==> src/rtl/uart_pkg.sv <==
// Shared types and frame geometry for the UART transmit sequencer.
// Define UART_TX_PARITY_EN to add an even-parity bit ahead of the stop bit.
package uart_pkg;

    typedef enum logic {
        IDLE,
        SEND
    } state_t;

    localparam logic [3:0] SLC_IDLE  = 4'hF;
    localparam logic       START_BIT = 1'b0;
    localparam logic       STOP_BIT  = 1'b1;

`ifdef UART_TX_PARITY_EN
    localparam int FRAME_W  = 11;
    localparam int LAST_IDX = 10;
`else
    localparam int FRAME_W  = 10;
    localparam int LAST_IDX = 9;
`endif

    // Frame bits are transmitted from index 0 upward, so the start bit sits in the LSB.
    function automatic logic [FRAME_W-1:0] build_frame(input logic [7:0] data);
`ifdef UART_TX_PARITY_EN
        return {STOP_BIT, ^data, data, START_BIT};
`else
        return {STOP_BIT, data, START_BIT};
`endif
    endfunction

endpackage

==> src/rtl/uart_baud_cnt.sv <==
// Baud-period counter: ticks on the last clock of each serial bit while enabled.
// Held at zero whenever disabled so every frame starts on a fresh bit period.
module uart_baud_cnt #(
    parameter int CLKS_PER_BIT = 16
) (
    input  logic clk,
    input  logic rst,
    input  logic en,
    output logic tick
);

    localparam int CNT_W = $clog2(CLKS_PER_BIT);
    localparam logic [CNT_W-1:0] LAST_CNT = CNT_W'(CLKS_PER_BIT - 1);

    logic [CNT_W-1:0] count;

    always_ff @(posedge clk) begin
        if (rst || !en) begin
            count <= '0;
        end else if (tick) begin
            count <= '0;
        end else begin
            count <= count + CNT_W'(1);
        end
    end

    assign tick = (count == LAST_CNT);

endmodule

==> src/rtl/uart_tx_ctrl.sv <==
// UART transmit sequencer: latches a byte into a frame and walks the mux select across it.
// Define UART_TX_PARITY_EN to build 11-bit frames with even parity.
module uart_tx_ctrl
    import uart_pkg::*;
#(
    parameter int CLKS_PER_BIT = 16,
    parameter int DATA_BITS    = 8,
    parameter int SLC_W        = 4
) (
    input  logic                 clk,
    input  logic                 rst,
    input  logic                 tx_start,
    input  logic [DATA_BITS-1:0] tx_data,
    output logic [FRAME_W-1:0]   frame,
    output logic [SLC_W-1:0]     mux_slc,
    output logic                 tx_busy,
    output logic                 tx_done
);

    localparam logic [SLC_W-1:0] SLC_IDLE_W = SLC_W'(SLC_IDLE);
    localparam logic [SLC_W-1:0] LAST_SLC   = SLC_W'(LAST_IDX);

    state_t               state;
    state_t               state_next;
    logic [FRAME_W-1:0]   frame_next;
    logic [SLC_W-1:0]     slc_next;
    logic                 busy_next;
    logic                 done_next;
    logic                 baud_en;
    logic                 baud_tick;

    assign baud_en = (state == SEND);

    uart_baud_cnt #(
        .CLKS_PER_BIT(CLKS_PER_BIT)
    ) u_baud_cnt (
        .clk (clk),
        .rst (rst),
        .en  (baud_en),
        .tick(baud_tick)
    );

    always_ff @(posedge clk) begin
        if (rst) begin
            state   <= IDLE;
            frame   <= '1;
            mux_slc <= SLC_IDLE_W;
            tx_busy <= 1'b0;
            tx_done <= 1'b0;
        end else begin
            state   <= state_next;
            frame   <= frame_next;
            mux_slc <= slc_next;
            tx_busy <= busy_next;
            tx_done <= done_next;
        end
    end

    // The done cycle is already IDLE, so a start held across it is accepted with one idle-high gap.
    always_comb begin
        state_next = state;
        frame_next = frame;
        slc_next   = mux_slc;
        busy_next  = tx_busy;
        done_next  = 1'b0;
        case (state)
            IDLE: begin
                slc_next  = SLC_IDLE_W;
                busy_next = 1'b0;
                if (tx_start) begin
                    frame_next = build_frame(tx_data);
                    slc_next   = '0;
                    busy_next  = 1'b1;
                    state_next = SEND;
                end
            end
            SEND: begin
                if (baud_tick) begin
                    if (mux_slc < LAST_SLC) begin
                        slc_next = mux_slc + SLC_W'(1);
                    end else begin
                        slc_next   = SLC_IDLE_W;
                        busy_next  = 1'b0;
                        done_next  = 1'b1;
                        state_next = IDLE;
                    end
                end
            end
            default: state_next = IDLE;
        endcase
    end

endmodule

==> config.mk <==
export PLATFORM = sky130hd
export DESIGN_NAME = uart_tx_ctrl
export DESIGN_NICKNAME = d
export VERILOG_FILES = /design/src/rtl/uart_pkg.sv /design/src/rtl/uart_baud_cnt.sv /design/src/rtl/uart_tx_ctrl.sv
export SDC_FILE = /design/constraint.sdc
export NUM_CORES = 1
export LEC_CHECK = 0
export ABC_AREA = 0
export CORE_MARGIN = 2
export CORE_UTILIZATION = 40
export DETAILED_ROUTE_END_ITERATION = 10
export GPL_ROUTABILITY_DRIVEN = 0
export GPL_TIMING_DRIVEN = 0
export HOLD_SLACK_MARGIN = 0.08
export PLACE_DENSITY = 0.7
export SLEW_MARGIN = 5
export SYNTH_ARGS = -nofsm -noshare
export SYNTH_HDL_FRONTEND = slang
export SYNTH_SLANG_ARGS = --single-unit
==> constraint.sdc <==
create_clock -name clk -period 1.5 [get_ports clk]
set_input_delay 0.3 -clock clk [delete_from_list [all_inputs] [get_ports clk]]
set_output_delay 0.3 -clock clk [all_outputs]
set_load 0.005 [all_outputs]
==> results of run 1 <==
## power groups by stage
| stage | clock [mW] | sequential, mW | combinational [mW] |
|---|---|---|---|
| 3_5_place_dp | 0 | 0.597 | 0.201 |
| 4_1_cts | 0.247 | 0.586 | 0.203 |
| 6_report | 0.239 | 0.583 | 0.212 |
| 5_1_grt | 0.271 | 0.588 | 0.232 |
| 2_1_floorplan | 0 | 0.597 | 0.0996 |
| 3_3_place_gp | 0 | 0.596 | 0.199 |
## placed cells by master (no fill, tap or decap), types with 2 or more instances in the layout
cell type        Yosys  layout
a211o_1              8       8
a21o_1               2       2
a21oi_1              4       4
buf_4                1       4
buf_6                2       2
clkbuf_4             0       3
clkdlybuf4s50_1      0      24
dfxtp_1             20      16
dfxtp_2              0       3
ha_1                 3       3
inv_1                6       6
nand3_1              2       2
nor2_1               4       4
nor2b_1              9       9
nor3b_1              2       2
o21ai_0              6       6
## metrics by stage
| stage | area [um^2] | hold WS, ns | std cells |
|---|---|---|---|
| after global routing | 1220 | 0.4941 | 145 |
| after detailed placement | 1164 | 0.4476 | 139 |
| after global placement | 1164 | 0.4358 | 139 |
| after floorplan | 879.6 | 0.3944 | 87 |
| after CTS | 1192 | 0.4729 | 142 |
| final | 1220 | 0.4692 | 145 |
## area by class of cell
cell class | instances | area, um^2 | area share [%]
sequential | 20 | 407.9 | 33.44
tap | 27 | 33.78 | 2.769
inverter | 7 | 26.28 | 2.154
multi-input combinational | 55 | 405.4 | 33.23
clock buffer | 3 | 22.52 | 1.846
timing repair buffer | 28 | 275.3 | 22.56
buffer | 5 | 48.80 | 4.000
## metal layers
| layer | vias to the layer above | track usage, % |
|---|---|---|
| met4 | 0 | 4.054 |
| met1 | 348 | 18.63 |
| met3 | 0 | 2.924 |
| li1 | 367 | - |
| met5 | - | 0 |
| met2 | 18 | 24.12 |
## registers in the layout, indices dropped and copies added (netlist names)
signal,count
u_baud_cnt.count,4
baud_en,1
tx_busy,1
frame,9
tx_done,1
mux_slc,4
## final timing paths
kind                                 end  cells past startpoint
worst max register to register   tx_busy                      5
worst max-delay path            frame[5]                      1
worst min register to register  frame[0]                      1
worst min-delay path            frame[0]                      1
## repair_timing
item	CTS	global route
setup buffers	0	3
hold endpoints to repair	0	0
resized for setup	4	3
hold buffers	0	0
pin swaps	0	0
endpoints found under the setup margin	3	6
## logic make-up (layout without fill, tap and decap cells)
family,count (synthesis),in the layout,synth area share (%)
AOI/OAI and AO/OA,27,27,23.90
and+or+nand+nor,23,23,16.36
DFF,20,20,45.52
buffers and inverters,12,43,8.533
adders and majority gates,3,3,4.268
other,1,1,0.4263
xor gates and xnor gates,1,1,0.9959
==> metrics, run 1 <==
Place WS -0.06428 ns; Area Overhead vs Synth 38.69%; final hold vios 0; core box area 2022 um^2; highest clock rate 694.5 MHz; Seq/Total Area, Yosys 45.52%; cell area after synthesis 879.6 um^2; IO Port Bufs 25; status finished clean; CP endpoint kind primary output; H-tree Lvls 1; worst-case clock buffer depth 2; Comb power frac 20.5%; CP max FO 2; number of clock buffers inserted by TritonCTS 3; Worst Setup Start Kind flop; final antenna-violating net count 0; Hold Startpoint frame[0]; WP data required 1.20 ns; Pleak 0.4998 nW; met2 WL 860 um; initial core utilization 43.50%; worst flop-to-flop path startpoint u_baud_cnt.count[0]; number of cell rows 16; Final #Nets 134; Final setup viols 0; Setup Skew 0.001864 ns; initial antenna violation count 0; crit path max-delay cell type clkdlybuf4s50_1; utilization after layout 60.33%; Die ar. 2590 um^2; critical path type reg -> out; RSZ-0062 raised after global routing no; vias 733; Total GRT Usage 14.34%; Iter 0 DRT Violations 8; Final Slew Violations 0; Crit path max-delay family buffers and inverters; top_reg_cell synth dfxtp_1; CP Buf/Inv Count 1; crit path DAT 1.14 ns; Die H 50.90 um; gr ovfl total 0; Die Span X 50.90 um; layout cell share with drive strength beyond 1 16.95%; Synth async-reset ratio 0%; DRC viols 0; Max VDD drop 0.0004672 V; Post-Synthesis Cells 87; clock period minus worst slack 1.440 ns; most common cell in the synthesized netlist dfxtp_1; worst setup path startpoint frame[5]; clock latency on the worst-skew pair 0.28 ns; Area contributors post-synth dfxtp_1 (46%), a211o_1 (8.0%), nor2b_1 (6.4%); max cap viols 0; Clock power frac 23.1%; clock sink total 20; root buffer cell clkbuf_4; drt first pass iters 4; worst min path class reg -> reg; DRT Wirelength 1761 um; met1 wire length 821 um; Sw Pwr 244.4 uW; FF-to-FF setup slack 0.12 ns; average size of a mapped cell 10.11 um^2; most frequent cells after synthesis dfxtp_1 (20), nor2b_1 (9), a211o_1 (8); final setup margin 0.06004 ns; Pint 789.3 uW; Setup TNS 0 ns; Synth warnings 0; Via-to-Cell Ratio 5.055; Synth cell types 30; Synth area leader dfxtp_1; first-pass GRT wire length 2898 um; DR WL/cell 12.14 um; Reg power frac 56.4%; I/O pin count 27; clk slew on worst S/H paths 0.10 ns; routed length on met3 80 um; sw frac 23.65%; post-synth top area share 45.52%; CTS tree yes; Yosys reg bits 20; max layer used met3; crit-path cells clkdlybuf4s50_1; crit-path max cell delay 0.51 ns; largest net degree at the start of global routing 11; PD cells 847.4 nW/um^2; Post-synth EDFFs 0; HPWL after DPL 1277 um; vias in the first global route 675; final period utilization 96.00%; Inserted Diodes 0; Post-Syn Nets 101; Fill cells 180; Total Power 1.034 mW
Note: power is estimated with default switching activity, not from simulation.
==> run 2: changes to the inputs <==
Settings changed: CORE_UTILIZATION 40 to 35, CTS_CLUSTER_DIAMETER set to 50, PLACE_DENSITY 0.7 to not set.
==> metrics, run 2 (same netlist as run 1, synthesis figures left out) <==
DRT Wirelength 1721 um (-2.3%); Worst Hold Depth 1 (unchanged); Total Power 1.039 mW (+0.48%); commonest cells after routing, fill and taps aside clkdlybuf4s50_1 (21), dfxtp_1 (15), nor2b_1 (9); Pint 782.9 uW (-0.82%); Total GRT Usage 13.90% (-0.44 points); vias in the first global route 706 (+4.6%); layout cell share with drive strength beyond 1 16.38% (-0.57 points); FF-to-FF setup slack 0.14 ns (+0.02 ns); worst-case clock buffer depth 2 (unchanged); clock latency on the worst-skew pair 0.30 ns (+0.02 ns); commonest non-fill, non-tap cell in the layout clkdlybuf4s50_1; Setup Skew 0.003119 ns (+0.001255 ns); I/O pin count 27 (unchanged); reg-to-reg endpoint mux_slc[3]; CP Buf/Inv Count 1 (unchanged); highest clock rate 693.2 MHz (-0.18%); H-tree Lvls 1 (unchanged); status finished clean; Min-Delay Endpoint frame[0]; CP endpoint kind primary output; first-pass GRT wire length 2953 um (+1.9%); Clock power frac 24.5% (+1.4 points); clock period minus worst slack 1.442 ns (+0.002543 ns); Reg power frac 56.2% (-0.2 points); vias 687 (-6.3%); largest net degree at the start of global routing 11 (unchanged); max cap viols 0 (unchanged); crit-path cells clkdlybuf4s50_1; Final #Nets 132 (-1.5%); drt first pass iters 3 (-1); core box area 2432 um^2 (+20%); IO Port Bufs 25 (unchanged); Die Span X 54.13 um (+6.4%); Crit path max-delay family buffers and inverters; root buffer cell clkbuf_4; max reg flops 9 (unchanged); gr ovfl total 0 (unchanged); crit path DAT 1.14 ns (about the same); DRC viols 0 (unchanged); clk slew on worst S/H paths 0.11 ns (about the same); Final Slew Violations 0 (unchanged); Final setup viols 0 (unchanged); Fill cells 248 (+38%); Comb power frac 19.4% (-1.1 points); non-filler cells, final 146 (+0.69%); Area Overhead vs Synth 38.26%; length in cells of the worst reg-to-reg path 4 (-1); Inserted Diodes 0 (unchanged); CTS tree yes; crit-path max cell delay 0.50 ns (about the same); initial antenna violation count 0 (unchanged); crit path max-delay cell type clkdlybuf4s50_1; Via-to-Cell Ratio 4.705 (-6.9%); initial core utilization 36.16% (-7.3 points); number of clock buffers inserted by TritonCTS 3 (unchanged); Sw Pwr 255.8 uW (+4.7%); Iter 0 DRT Violations 3 (-5); sw frac 24.63% (+0.99 points); Placed Instances 142 (+2.2%); final antenna-violating net count 0 (unchanged); CP max FO 2 (unchanged); PD cells 854.1 nW/um^2 (+0.79%); Max VDD drop 0.0004095 V (-12%); Die ar. 2930 um^2 (+13%); critical path type reg -> out; Worst Setup Start Kind flop; worst flop-to-flop path startpoint u_baud_cnt.count[0]; Place WS -0.07568 ns (-0.01140 ns); DR WL/cell 11.79 um (-2.9%); worst min path class reg -> reg; WP data required 1.20 ns (about the same); fin area 1216 um^2 (-0.31%); placed instance area 1167 um^2 (+0.32%); RSZ-0062 raised after global routing no; Hold Startpoint frame[0]; number of cell rows 18 (+2); Largest Register frame; final period utilization 96.17% (+0.17 points); final setup margin 0.05750 ns (-0.002543 ns); Die H 54.13 um (+6.4%); worst hold slack 0.4727 ns (+0.003553 ns); final hold vios 0 (unchanged); clock sink total 20 (unchanged); HPWL after DPL 1262 um (-1.2%); Pleak 0.4977 nW (-0.43%); largest registers frame (9), mux_slc (4), u_baud_cnt.count (4)
==> run 2: layout make-up <==
cell class	instances	area, um^2	area share [%]
Tap cell	30	37.54	3.086
Clock buffer	3	22.52	1.852
Inverter	7	26.28	2.160
Timing Repair Buffer	26	264.0	21.71
Buffer	5	48.80	4.012
Multi-Input combinational cell	55	405.4	33.33
Sequential cell	20	411.6	33.85
==> run 2: repair_timing <==
item	in CTS	in global routing
setup buffers	0	1
gates resized for setup	6	6
hold buffers	0	0
endpoints found under the setup margin	4	7
==> run 2: metal layers <==
layer | up-vias | share of wire (%) | global-route usage (%)
li1 | 359 | - | -
met1 | 306 | 47 | 17.01
met2 | 20 | 45 | 22.89
met3 | 2 | 6.6 | 3.333
met4 | 0 | 1.1 | 6.250
met5 | - | 0 | 0
==> run 2: per-stage QoR <==
step           setup TNS [ns]  util [%]
6_report                    0     50.00
5_1_grt                     0     50.00
4_1_cts                     0     49.18
3_5_place_dp          -0.5812     47.99
3_3_place_gp          -0.6004     47.99
2_1_floorplan               0         -
==> run 2: worst max path at each step <==
stage | startpoint | slack [ns] | to | cells past startpoint
finish | frame[2] | 0.06 | frame[2] | 1
global route | frame[3] | 0.0002 | frame[3] | 1
CTS | mux_slc[3] | 0.009 | mux_slc[3] | 1
detailed placement | tx_start | -0.08 | mux_slc[2] | 7
global placement | tx_start | -0.07 | mux_slc[2] | 7
floorplan | u_baud_cnt.count[0] | 0.28 | baud_en | 4
==> run 2: power by group through the flow <==
stage	Combinational (mW)	Clock, mW	Sequential [mW]
after floorplan	0.0996	0	0.597
after global placement	0.200	0	0.597
after detailed placement	0.201	0	0.598
after CTS	0.202	0.268	0.586
after global routing	0.224	0.285	0.589
final	0.201	0.254	0.584
